### config.mk
export PLATFORM = sky130hd
export DESIGN_NAME = clint_arbiter
export DESIGN_NICKNAME = d
export VERILOG_FILES = /design/src/rtl/clint_arbiter_pkg.sv /design/src/rtl/clint_arbiter_rr_arb2.sv /design/src/rtl/clint_arbiter.sv
export SDC_FILE = /design/constraint.sdc
export NUM_CORES = 1
export LEC_CHECK = 0
export BUFFER_PORTS_ARGS = -buffer_cell sky130_fd_sc_hd__buf_2
export CELL_PAD_IN_SITES_DETAIL_PLACEMENT = 1
export CELL_PAD_IN_SITES_GLOBAL_PLACEMENT = 2
export CORE_UTILIZATION = 34
export CTS_BUF_LIST = sky130_fd_sc_hd__clkbuf_4
export CTS_CLUSTER_DIAMETER = 50
export CTS_CLUSTER_SIZE = 12
export DETAILED_ROUTE_END_ITERATION = 12
export PLACE_DENSITY_LB_ADDON = 0.1
export SLEW_MARGIN = 30
export SYNTH_ARGS = -nofsm -noshare
export SYNTH_HDL_FRONTEND = slang
export SYNTH_HIERARCHICAL = 1
export SYNTH_SLANG_ARGS = --single-unit
### constraint.sdc
create_clock -name clk_i -period 18.81 [get_ports clk_i]
set_clock_uncertainty 0.1 [all_clocks]
set_input_delay 2.8215 -clock clk_i [delete_from_list [all_inputs] [get_ports clk_i]]
set_output_delay 2.8215 -clock clk_i [all_outputs]
set_load 0.01 [all_outputs]
### src/rtl/clint_arbiter_pkg.sv
// Shared widths, CLINT register offsets and sequencer states for the
// CLINT port arbiter.
package clint_arbiter_pkg;

  localparam int unsigned DATA_W = 32;
  localparam int unsigned OFF_W  = 16;

  localparam logic [OFF_W-1:0] OFF_TIME_LO = 16'hBFF8;
  localparam logic [OFF_W-1:0] OFF_TIME_HI = 16'hBFFC;

  typedef enum logic [1:0] {
    ST_IDLE   = 2'd0,
    ST_ACCESS = 2'd1,
    ST_SNAP   = 2'd2,
    ST_RESP   = 2'd3
  } state_e;

  // Request as presented on the shared CLINT register port.
  typedef struct packed {
    logic              req;
    logic              we;
    logic [DATA_W-1:0] addr;
    logic [DATA_W-1:0] data;
  } clint_bus_t;

endpackage

### src/rtl/clint_arbiter_rr_arb2.sv
// Two-requester round-robin picker: on a tie the port not served last wins.
module rr_arb2 (
  input  logic [1:0] req,
  input  logic       last,
  output logic [1:0] gnt
);

  always_comb begin
    gnt = req;
    if (&req) gnt = last ? 2'b01 : 2'b10;
  end

endmodule

### src/rtl/clint_arbiter.sv
// Shares the CLINT register port between the core (m0) and debug (m1) ports,
// and gives each port a carry-coherent 64-bit mtime read via a private snapshot.
module clint_arbiter
  import clint_arbiter_pkg::*;
#(
  parameter logic [OFF_W-1:0] TIME_LO = OFF_TIME_LO,
  parameter logic [OFF_W-1:0] TIME_HI = OFF_TIME_HI
) (
  input  logic              clk_i,
  input  logic              rst_i,
  input  logic              m0_req_i,
  input  logic              m0_we_i,
  input  logic [DATA_W-1:0] m0_addr_i,
  input  logic [DATA_W-1:0] m0_data_i,
  output logic              m0_gnt_o,
  output logic              m0_rvalid_o,
  output logic [DATA_W-1:0] m0_rdata_o,
  input  logic              m1_req_i,
  input  logic              m1_we_i,
  input  logic [DATA_W-1:0] m1_addr_i,
  input  logic [DATA_W-1:0] m1_data_i,
  output logic              m1_gnt_o,
  output logic              m1_rvalid_o,
  output logic [DATA_W-1:0] m1_rdata_o,
  output logic              clint_req_o,
  output logic              clint_we_o,
  output logic [DATA_W-1:0] clint_addr_o,
  output logic [DATA_W-1:0] clint_data_o,
  input  logic [DATA_W-1:0] clint_data_i
);

  localparam int unsigned DW = DATA_W;

  state_e           state;
  clint_bus_t       bus;
  logic             win;
  logic             lo_ff;
  logic             last;
  logic [1:0]       snap_valid;
  logic [1:0]       rvalid;
  logic [DW-1:0]    snap_hi [2];
  logic [DW-1:0]    rdata   [2];
  logic [1:0]       pick;
  logic [1:0]       gnt_c;
  logic [OFF_W-1:0] off;

  rr_arb2 u_rr (
    .req  ({m1_req_i, m0_req_i}),
    .last (last),
    .gnt  (pick)
  );

  // Accept is combinational so the requester sees it in its request cycle.
  assign gnt_c = (state == ST_IDLE && !rst_i) ? pick : 2'b00;
  assign off   = bus.addr[OFF_W-1:0];

  always_ff @(posedge clk_i or posedge rst_i) begin
    if (rst_i) begin
      state      <= ST_IDLE;
      bus        <= '0;
      win        <= 1'b0;
      lo_ff      <= 1'b0;
      // Marks m1 as last served so m0 wins the first tie.
      last       <= 1'b1;
      snap_valid <= 2'b00;
      rvalid     <= 2'b00;
      for (int i = 0; i < 2; i++) begin
        snap_hi[i] <= '0;
        rdata[i]   <= '0;
      end
    end else begin
      rvalid <= 2'b00;
      unique case (state)
        ST_IDLE: begin
          if (|pick) begin
            win      <= pick[1];
            bus.req  <= 1'b1;
            bus.we   <= pick[1] ? m1_we_i   : m0_we_i;
            bus.addr <= pick[1] ? m1_addr_i : m0_addr_i;
            bus.data <= pick[1] ? m1_data_i : m0_data_i;
            state    <= ST_ACCESS;
          end
        end
        ST_ACCESS: begin
          // Every completed access consumes the port's snapshot; a TIME_LO
          // read re-arms it in SNAP.
          snap_valid[win] <= 1'b0;
          if (!bus.we) begin
            rdata[win] <= (off == TIME_HI && snap_valid[win]) ? snap_hi[win]
                                                               : clint_data_i;
          end
          if (!bus.we && off == TIME_LO) begin
            lo_ff                <= &clint_data_i;
            bus.addr[OFF_W-1:0]  <= TIME_HI;
            state                <= ST_SNAP;
          end else begin
            bus.req     <= 1'b0;
            bus.we      <= 1'b0;
            rvalid[win] <= 1'b1;
            state       <= ST_RESP;
          end
        end
        ST_SNAP: begin
          // A low word of all ones means mtime carried into the high word
          // between ACCESS and SNAP; undo that carry.
          snap_hi[win]    <= clint_data_i - DW'(lo_ff);
          snap_valid[win] <= 1'b1;
          bus.req         <= 1'b0;
          rvalid[win]     <= 1'b1;
          state           <= ST_RESP;
        end
        ST_RESP: begin
          last  <= win;
          state <= ST_IDLE;
        end
        default: state <= ST_IDLE;
      endcase
    end
  end

  assign m0_gnt_o     = gnt_c[0];
  assign m1_gnt_o     = gnt_c[1];
  assign m0_rvalid_o  = rvalid[0];
  assign m1_rvalid_o  = rvalid[1];
  assign m0_rdata_o   = rdata[0];
  assign m1_rdata_o   = rdata[1];
  assign clint_req_o  = bus.req;
  assign clint_we_o   = bus.we;
  assign clint_addr_o = bus.addr;
  assign clint_data_o = bus.data;

endmodule
==> summary.txt, run 1 <==
Yosys
  – Synth area leaders: dfrtp_1, mux2i_1, o21ai_0
  – Number of synthesized flops with an enable pin: 0
  – Synth top area share: 0.536
  – Leading area contributor after synthesis: dfrtp_1
  – FF+latch count, synth: 203
  – Async set-reset flop share out of synthesis: 1.00
  – Synth warnings: 6
  – Cell count after synthesis: 951
  – Syn nets: 1123
  – Syn Area/Cell: 9.92 sq um
  – Mapped Area: 9430 sq um
  – Library cells used by synthesis: 47
  – Main synth FF type: dfrtp_1
  – Sequential element share of the synthesized area: 0.539

Detailed routing
  – DRT Wirelength: 28000 um
  – Detailed Routing Iterations Pass 1: 4
  – Routed vias/inst: 4.79
  – Met3 WL: 1940 um
  – Total number of vias: 7739
  – WL/cell: 17.3 um
  – Post-Route M1 WL: 12100 um
  – Uppermost layer routed: met5
  – DRC Markers: 0
  – Starting DRT DRC Count: 274
  – Routed Antenna Nets: 0
  – Met2 wire len: 13500 um

Clock tree
  – CTS Buffer Depth: 3
  – CTS Buf Count: 30
  – Clk Latency, worst-skew pair: 690 ps
  – CTS tree: built
  – H-tree depth: 1
  – Root buf cell: clkbuf_4
  – Clock-pin slew on the worst setup and hold paths: 110 ps
  – Clk sink count: 203
  – Post-cts gate resize count: 0
  – Hold Buf Count CTS: 0
  – Setup bufs post-CTS: 0

Layout
  – Commonest cells after routing, fill and taps aside: buf_2, dfrtp_1, nand2_1, o21ai_0, mux2i_1
  – Layout area overhead: 24.2%
  – Share of post-route cells with drive strength above 1: 0.308
  – Final layout net count: 1393
  – Finished Layout Cells: 1617
  – Commonest non-fill, non-tap cell in the layout: buf_2

Timing
  – Slew Limit Headroom: 0.389
  – Final max-slew violation count: 0
  – Final Setup Violations: 0
  – Slew @ Worst Pin: 914 ps
  – RSZ-0062 raised after global routing: false
  – Setup TNS: 0 ps
  – Fin crit period: 6740 ps
  – Min Hold Slack: 384 ps
  – Fin crit share: 0.358
  – Fmax: 148 MHz
  – Final hold vios: 0

Worst hold path
  – Class of the worst hold path: register to register
  – HP Start: m1_rdata_o[16]

Floorplan
  – Vert. Die Dim: 169 um
  – Die ar.: 28400 sq um
  – Rows: 60
  – IO Count: 300
  – Initial Util: 0.348
  – Core box area: 27100 sq um
  – Chip width: 169 um

Global route
  – First-pass GRT wire length: 44600 um
  – Largest net degree at the start of global routing: 97
  – Vias in the first global route: 7905
  – Gr usage total: 0.198
  – Gr ovfl total: 0
  – Initial antenna violation count: 2

Run
  – Max-cap violations: 0

Critical path
  – CP Data Arrival Time: 3820 ps
  – Startpoint types: primary input
  – R2R Path Start: clint_addr_o[0]
  – Worst path required time: 15890 ps
  – Crit Path Max Fanout: 6
  – Critical setup path kind: primary input to output pin
  – Critical path launch point: m0_req_i
  – CP Capture Type: output pin

Status
  – Outcome: completed

Power and ir drop
  – Power per cell area: 149 nW/um^2
  – Leakage: 5.43 nW
  – Max VDD drop: 0.0510 mV

Placement
  – Port Buf Inserts: 299
  – GP Congestion: 0.716
  – Placed insts: 1561
  – Dpl hpwl: 20400 um
report_power, final:
group	switching (mW)	internal, mW	leakage, nW
Clock	0.188	0.135	0.248
Sequential	0.118	0.648	2.44
Combinational	0.405	0.257	2.74
path summary, 6_finish.rpt:
check / endpoint / slack [ps] / depth (start not counted)
max reg2reg: m0_rdata_o[29] / 15900 / 7
min in group asynchronous: clint_data_o[30] / 2120 / 2
max in group asynchronous: m0_rdata_o[4] / 14750 / 4
max: m0_gnt_o / 12070 / 4
min reg2reg: m1_rdata_o[16] / 380 / 2
min: m1_rdata_o[16] / 380 / 2
final cells by class:
class | count | area, sq um
Multi-Input combinational cell | 672 | 4090
Sequential cell | 203 | 5080
Clock inverter | 23 | 238
Inverter | 6 | 30.0
Antenna cell | 1 | 2.50
Timing Repair Buffer | 308 | 1570
Clock buffer | 32 | 240
Fill cell | 3199 | 15400
Tap cell | 372 | 465
flip-flops by register name (all words and copies together), names as in the netlist, 2 cells and up, named ones only:
signal and count:
clint_addr_o 32, clint_data_o 32, m0_rdata_o 32, m1_rdata_o 32, rvalid 2, snap_hi 64
state 2
cell usage after synthesis (2+ instances only):
library cell  count
dfrtp_1         202
nand2_1         162
o21ai_0         151
mux2i_1         112
nor2_1           75
clkbuf_1         53
a21oi_1          35
xnor2_1          17
nand4_1          13
a221oi_1         12
xor2_1           12
buf_2             9
nor3_1            9
nor4_1            9
buf_1             6
ha_1              6
inv_1             6
mux2_2            5
nand3_1           5
a22oi_1           4
nor2b_1           4
nor3b_1           4
or4_1             4
and3_1            3
nand2b_1          3
nor4b_1           3
and4_1            2
nand3b_1          2
nor4_4            2
nor4bb_1          2
or2_2             2
or3_1             2
through the flow:
stage	worst slack, ps	area, sq um	power (mW)	utilization
2_1_floorplan	8280	9430	1.16	-
3_3_place_gp	12020	11200	1.43	0.414
3_5_place_dp	12010	11200	1.46	0.414
4_1_cts	12010	11700	1.79	0.432
5_1_grt	11930	11700	1.91	0.432
6_report	12070	11700	1.75	0.432
routing by layer:
layer | vias to the layer above | global-route usage
met3 | 36 | 0.0542
met5 | - | 0
li1 | 3856 | -
met1 | 3631 | 0.251
met2 | 214 | 0.334
met4 | 2 | 0.0458
critical path, stage by stage:
cell,delay [ps]
buf_2,110
a21boi_1,490
and3_1,250
buf_2,150
logic make-up after synthesis:
family,Yosys count,synth area share
xor gates and xnor gates,29,0.0269
and+or+nand+nor,309,0.149
DFF,203,0.539
buffers and inverters,76,0.0326
muxes,117,0.125
adders and majority gates,6,0.00796
AOI/OAI and AO/OA,211,0.120
No activity file was read; power rests on OpenSTA's default activity.
==> run 2: changes to the inputs <==
--- a/config.mk
+++ b/config.mk
@@ -5,10 +5,11 @@
 export SDC_FILE = /design/constraint.sdc
 export NUM_CORES = 1
 export LEC_CHECK = 0
+export ABC_AREA = 1
 export BUFFER_PORTS_ARGS = -buffer_cell sky130_fd_sc_hd__buf_2
 export CELL_PAD_IN_SITES_DETAIL_PLACEMENT = 1
 export CELL_PAD_IN_SITES_GLOBAL_PLACEMENT = 2
-export CORE_UTILIZATION = 34
+export CORE_UTILIZATION = 27
 export CTS_BUF_LIST = sky130_fd_sc_hd__clkbuf_4
 export CTS_CLUSTER_DIAMETER = 50
 export CTS_CLUSTER_SIZE = 12
==> constraint.sdc (replaced) <==
create_clock -name clk_i -period 6 [get_ports clk_i]
set_clock_uncertainty 0.1 [all_clocks]
set_input_delay 0.9 -clock clk_i [delete_from_list [all_inputs] [get_ports clk_i]]
set_output_delay 0.9 -clock clk_i [all_outputs]
set_load 0.01 [all_outputs]
==> run 2 against run 1 <==
Compared with the run above: non-clock buffer count stayed put; synthesized cell count rose by 40%; critical path depth is 4 higher; first-iteration DRC count is 11% higher; die area grew 37%; routed wire length rose by 32%; clock power rose to 3.8 times the previous value; critical path type is now register to register; worst hold slack worse by 190 ps; count of clock-buffer cells in the layout up 9; highest routed layer unchanged; largest power group is now combinational logic; combinational power grew to 4.0 times the previous value; global-route usage is 0.27 points lower; critical endpoint is now clint_data_o[5]; worst setup slack worse by 9400 ps.
==> summary.txt, run 2 <==
Global route
  – Gr ovfl total: 0 (unchanged)
  – First-pass GRT wire length: 58900 um (+32%)
  – Gr usage total: 0.195 (-0.00265)
  – Vias in the first global route: 10300 (+31%)
  – Initial antenna violation count: 9 (+7)
  – Largest net degree at the start of global routing: 119 (+23%)

Critical path
  – Critical Path, Cell by Cell: a21oi_4 -> clkinv_2 -> nand2_1 -> inv_2 -> nor2_4 -> buf_4 -> nor2_1 -> a31oi_1
  – Crit Path Max Fanout: 66 (+60)
  – Reg2reg path depth: 8 (+1)
  – Max stage delay on crit path: 630 ps (+140 ps)
  – Worst R2R End: clint_data_o[5]
  – CP Data Arrival Time: 3810 ps (about the same)
  – CP Capture Type: register
  – R2R Setup Slk: 2680 ps (-13220 ps)
  – R2R Path Start: last
  – Critical setup path kind: register to register
  – Slowest CP cell: clkinv_2
  – Startpoint types: register
  – Worst path required time: 6490 ps (-9400 ps)

Detailed routing
  – Starting DRT DRC Count: 303 (+11%)
  – DRC Markers: 0 (unchanged)
  – WL/cell: 17.1 um (-1.1%)
  – DRT Wirelength: 37000 um (+32%)
  – Total number of vias: 9737 (+26%)
  – Routed Antenna Nets: 0 (unchanged)
  – Routed vias/inst: 4.51 (-5.7%)
  – Detailed Routing Iterations Pass 1: 4 (unchanged)

Power and ir drop
  – Power per cell area: 492 nW/um^2 (+230%)
  – Max VDD drop: 0.171 mV (+230%)
  – Leakage: 6.71 nW (+24%)
  – Tot Pwr: 6.30 mW (+260%)

Status
  – Outcome: completed

Yosys
  – Most frequent cell after synthesis: nand2_1
  – Async set-reset flop share out of synthesis: 1.00 (unchanged)
  – Synth top area share: 0.491 (-0.0451)
  – Mapped Area: 10300 sq um (+9.2%)
  – Most frequent cells after synthesis: nand2_1, dfrtp_1, nor2_1, a31oi_1, inv_1
  – Synth warnings: 6 (unchanged)
  – FF+latch count, synth: 203 (unchanged)
  – Synth area leaders: dfrtp_1, nand2_1, nor2_1
  – Syn Area/Cell: 7.73 sq um (-22%)
  – Main synth FF type: dfrtp_1
  – Leading area contributor after synthesis: dfrtp_1
  – Library cells used by synthesis: 34 (-28%)
  – Sequential element share of the synthesized area: 0.493 (-0.0454)
  – Syn nets: 1505 (+34%)
  – Number of synthesized flops with an enable pin: 0 (unchanged)
  – Cell count after synthesis: 1333 (+40%)

Timing
  – RSZ-0062 raised after global routing: false
  – Final Setup Violations: 0 (unchanged)
  – Slew @ Worst Pin: 938 ps (+23.9 ps)
  – Slew Limit Headroom: 0.375 (-0.0137)
  – Fin crit period: 3320 ps
  – Setup TNS: 0 ps (unchanged)
  – Setup slack after layout: 2680 ps (-9390 ps)
  – Fin crit share: 0.553
  – Min Hold Slack: 189 ps (-194 ps)
  – Final hold vios: 0 (unchanged)
  – Fmax: 301 MHz
  – Final max-slew violation count: 0 (unchanged)

Layout
  – Final Util: 0.341 (-0.0915)
  – Layout area overhead: 24.4%
  – Final layout net count: 1789 (+28%)
  – Max reg flops: 64 (unchanged)
  – Commonest cells after routing, fill and taps aside: nand2_1, buf_2, dfrtp_1, nor2_1, a31oi_1
  – Top reg by flops: snap_hi
  – Final instance area: 12800 sq um (+9.3%)
  – Finished Layout Cells: 2158 (+33%)
  – Commonest non-fill, non-tap cell in the layout: nand2_1
  – Share of post-route cells with drive strength above 1: 0.259 (-0.0486)

Clock tree
  – CTS tree: built
  – Root buf cell: clkbuf_4
  – CTS Buf Count: 36 (+20%)
  – H-tree depth: 2 (+1)
  – Setup bufs post-CTS: 0 (unchanged)
  – Clk sink count: 203 (unchanged)
  – Clock-pin slew on the worst setup and hold paths: 100 ps (about the same)
  – Hold Buf Count CTS: 0 (unchanged)
  – Clk Latency, worst-skew pair: 690 ps (about the same)
  – Post-cts gate resize count: 0 (unchanged)
  – CTS Buffer Depth: 3 (unchanged)

Floorplan
  – Chip width: 197 um (+17%)
  – Initial Util: 0.274 (-0.0739)
  – Rows: 71 (+18%)
  – Die ar.: 38900 sq um (+37%)
  – Core box area: 37600 sq um (+39%)
  – Vert. Die Dim: 197 um (+17%)
  – IO Count: 300 (unchanged)

Worst hold path
  – Class of the worst hold path: primary input to asynchronous set/reset pin

Run
  – Max-cap violations: 0 (unchanged)

Placement
  – Dpl hpwl: 26300 um (+29%)
  – GP Congestion: 0.813 (+14%)
  – Place WS: 2360 ps (-9640 ps)
  – Placed insts: 2090 (+34%)
  – Port Buf Inserts: 299 (unchanged)
  – DP Area: 12200 sq um (+8.7%)
run 2: changes by cell type after synthesis, moves of 16 or more:
cell / previous run / this run
nand2_1: 162 / 649
clkbuf_1: 53 / 22
buf_2: 9 / 26
a21oi_1: 35 / 11
xnor2_1: 17 / 1
a31oi_1: 1 / 49
o21ai_2: 0 / 32
nand3_1: 5 / 22
mux2i_1: 112 / 32
nor2_1: 75 / 117
o21ai_0: 151 / 30
inv_1: 6 / 49
run 2: final cells by class:
cell class                 instances  area (sq um)
antenna                            4          10.0
clock buffer                      41           308
clock inverter                    23           277
fill                            4667         24800
inverter                          56           216
multi-input combinational       1012          4700
sequential                       203          5080
tap                              511           639
timing repair buffer             308          1580
run 2: cells by family (layout without fill, tap and decap cells):
| group | Yosys count | after routing | synth area share |
|---|---|---|---|
| muxes | 32 | 32 | 0.0311 |
| DFF | 203 | 203 | 0.493 |
| other | 0 | 4 | 0 |
| buffers and inverters | 118 | 428 | 0.0524 |
| and+or+nand+nor | 827 | 827 | 0.319 |
| adders and majority gates | 6 | 6 | 0.00729 |
| AOI/OAI and AO/OA | 134 | 134 | 0.0858 |
| xor gates and xnor gates | 13 | 13 | 0.0111 |
run 2: how the worst max path moves through the flow:
stage / startpoint / to / slack [ps] / cells after the start
3_5_place_dp: m1_req_i / clint_data_o[7] / 2360 / 9
6_report: last / clint_data_o[5] / 2680 / 8
5_1_grt: last / clint_data_o[6] / 2330 / 8
2_1_floorplan: rst_i / asynchronous set/reset pin / 2370 / 1
3_3_place_gp: m1_req_i / clint_data_o[5] / 2440 / 9
4_1_cts: last / m1_gnt_o / 2600 / 5
run 2: power by group:
part / internal, mW / leakage (nW) / total [mW] / switching, mW
Combinational: 0.969 / 3.95 / 2.62 / 1.65
Sequential: 2.04 / 2.44 / 2.46 / 0.421
Clock: 0.606 / 0.320 / 1.22 / 0.610
Total: 3.62 / 6.71 / 6.30 / 2.69
run 2: worst max-delay path, delay by kind of cell (launching register included):
kind	cells	cell delay [ps]
AO/OA/AOI/OAI	2	340
flip-flops	1	420
AND/OR/NAND/NOR	3	970
buffers and inverters	3	1350
run 2: per-layer routing:
layer  track usage  wire (um)  vias up
met5             0         52        -
met4        0.0640        907        6
met3        0.0565       2620       64
met2         0.321      17400      254
met1         0.245      16000     4595
li1              -          -     4818
==> run 3: changes to the inputs <==
--- a/config.mk
+++ b/config.mk
@@ -9,7 +9,7 @@
 export BUFFER_PORTS_ARGS = -buffer_cell sky130_fd_sc_hd__buf_2
 export CELL_PAD_IN_SITES_DETAIL_PLACEMENT = 1
 export CELL_PAD_IN_SITES_GLOBAL_PLACEMENT = 2
-export CORE_UTILIZATION = 27
+export CORE_UTILIZATION = 30
 export CTS_BUF_LIST = sky130_fd_sc_hd__clkbuf_4
 export CTS_CLUSTER_DIAMETER = 50
 export CTS_CLUSTER_SIZE = 12
==> constraint.sdc (replaced) <==
create_clock -name clk_i -period 3.2 [get_ports clk_i]
set_clock_uncertainty 0.1 [all_clocks]
set_input_delay 0.48 -clock clk_i [delete_from_list [all_inputs] [get_ports clk_i]]
set_output_delay 0.48 -clock clk_i [all_outputs]
set_load 0.01 [all_outputs]
==> run 3 against run 2 <==
Compared with the run above: routed wire length fell by 0.51%; largest power group unchanged; critical endpoint is now clint_addr_o[30]; first-iteration DRC count rose by 17%; combinational power rose by 110%; sequential cell count did not move.
==> summary.txt, run 3 (same netlist as run 2, synthesis figures left out) <==
Placement
  – Dpl hpwl: 26000 um (-1.0%)
  – Port Buf Inserts: 299 (unchanged)
  – Placed insts: 2034 (-2.7%)
  – GP Congestion: 0.818 (+0.60%)

Power and ir drop
  – Leakage: 7.09 nW (+5.6%)
  – Tot Pwr: 12.3 mW (+94%)
  – Max VDD drop: 0.370 mV (+120%)
  – Power per cell area: 896 nW/um^2 (+82%)

Detailed routing
  – Total number of vias: 10100 (+3.3%)
  – Detailed Routing Iterations Pass 1: 4 (unchanged)
  – DRC Markers: 0 (unchanged)
  – Starting DRT DRC Count: 354 (+17%)
  – Routed Antenna Nets: 0 (unchanged)
  – Routed vias/inst: 4.58 (+1.6%)
  – DRT Wirelength: 36800 um (-0.51%)
  – WL/cell: 16.8 um (-2.1%)

Layout
  – Top reg by flops: snap_hi
  – Layout area overhead: 32.8%
  – Final layout net count: 1891 (+5.7%)
  – Storage cell area: 5080 sq um (unchanged)
  – Finished Layout Cells: 2194 (+1.7%)
  – Share of post-route cells with drive strength above 1: 0.249 (-0.00986)
  – Commonest non-fill, non-tap cell in the layout: nand2_1
  – Max reg flops: 64 (unchanged)
  – Fill cells: 4212 (-9.7%)
  – Footprint of the multi-input gates: 4700 sq um (about the same)
  – Final Util: 0.407 (+0.0661)
  – Commonest cells after routing, fill and taps aside: nand2_1, buf_2, dfrtp_1, nor2_1, dlygate4sd3_1

Timing
  – Slew @ Worst Pin: 907 ps (-30.1 ps)
  – Fmax: 387 MHz (+28%)
  – Final hold vios: 0 (unchanged)
  – Slew Limit Headroom: 0.395 (+0.0200)
  – RSZ-0062 raised after global routing: false
  – Final max-slew violation count: 0 (unchanged)
  – Min Hold Slack: 65.3 ps (-124 ps)
  – Fin crit period: 2580 ps (-735 ps)
  – Setup TNS: 0 ps (unchanged)
  – Final Setup Violations: 0 (unchanged)
  – Fin crit share: 0.808 (+0.254)

Global route
  – Gr ovfl total: 0 (unchanged)
  – Vias in the first global route: 10900 (+5.3%)
  – Gr usage total: 0.212 (+0.0168)
  – First-pass GRT wire length: 59200 um (+0.49%)
  – Largest net degree at the start of global routing: 77 (-35%)
  – Initial antenna violation count: 5 (-4)

Critical path
  – CP Data Arrival Time: 3070 ps (-740 ps)
  – Worst path required time: 3690 ps (-2800 ps)
  – Startpoint types: register
  – Critical setup path kind: register to register
  – Crit Path Max Fanout: 58 (-12%)
  – CP Capture Type: register

Worst hold path
  – Class of the worst hold path: primary input to register

Clock tree
  – Clk Latency, worst-skew pair: 650 ps (-40 ps)
  – Setup bufs post-CTS: 0 (unchanged)
  – H-tree depth: 2 (unchanged)
  – Hold Buf Count CTS: 95 (+95)
  – Root buf cell: clkbuf_4
  – CTS tree: built
  – CTS Buf Count: 36 (unchanged)
  – CTS Buffer Depth: 3 (unchanged)
  – Clock-pin slew on the worst setup and hold paths: 100 ps (about the same)
  – Post-cts gate resize count: 0 (unchanged)
  – Clk sink count: 203 (unchanged)

Floorplan
  – Core box area: 33600 sq um (-11%)
  – Chip width: 187 um (-5.1%)
  – Rows: 67 (-5.6%)
  – Initial Util: 0.306 (+0.0323)
  – Die ar.: 35100 sq um (-9.9%)
  – Vert. Die Dim: 187 um (-5.1%)
  – IO Count: 300 (unchanged)

Run
  – Max-cap violations: 0 (unchanged)

Status
  – Outcome: completed
==> run 3: cell count changes in the layout (fill, tap and decap cells not counted), moves of 3 or more <==
cell / delta
buf_4: +5
bufinv_16: -3
clkinvlp_4: +3
inv_2: +3
dlygate4sd3_1: +95
clkinv_1: -4
==> run 3: area by class of cell <==
type | instances | area share
timing repair buffer | 410 | 0.190
clock inverter | 20 | 0.0142
antenna | 2 | 0.000366
inverter | 56 | 0.0156
multi-input combinational | 1012 | 0.343
sequential | 203 | 0.372
clock buffer | 43 | 0.0236
tap | 448 | 0.0410
==> run 3: report_power, final <==
| part | switching [mW] | leakage (nW) | internal [mW] |
|---|---|---|---|
| logic | 3.28 | 4.36 | 2.36 |
| clock network | 1.14 | 0.287 | 0.922 |
| registers | 0.726 | 2.44 | 3.83 |
==> run 3: per-layer routing <==
layer  GRT usage  part of all wire
met1       0.260              0.43
met3      0.0501             0.057
met5           0            0.0010
met4      0.0482             0.016
met2       0.373              0.50
==> run 3: final timing paths <==
kind	depth (start not counted)	slack, ps	start	to
worst max-delay path	10	620	last	clint_addr_o[30]
worst min-delay path	5	70	m0_addr_i[15]	clint_addr_o[15]
worst max register to register	10	620	last	clint_addr_o[30]
worst min register to register	2	380	snap_hi[57]	snap_hi[57]
max in group asynchronous	4	1660	rst_i	clint_addr_o[23]
min in group asynchronous	3	440	rst_i	m0_rdata_o[29]
==> run 3: through the flow <==
stage          setup slack (ps)  instance area (sq um)
2_1_floorplan             -9.48                  10300
3_3_place_gp                797                  12200
3_5_place_dp                693                  12200
4_1_cts                     635                  13700
5_1_grt                     399                  13700
6_report                    615                  13700
==> run 3: critical path, cell delays in order, from the launching register on <==
cell and delay [ps]:
dfstp_2 600, nand3_1 90, nand2_1 80, inv_1 50, nand2_1 110, inv_2 80, nor2_4 100, buf_4 480
nor2_1 80, a31oi_1 160, dlygate4sd3_1 570
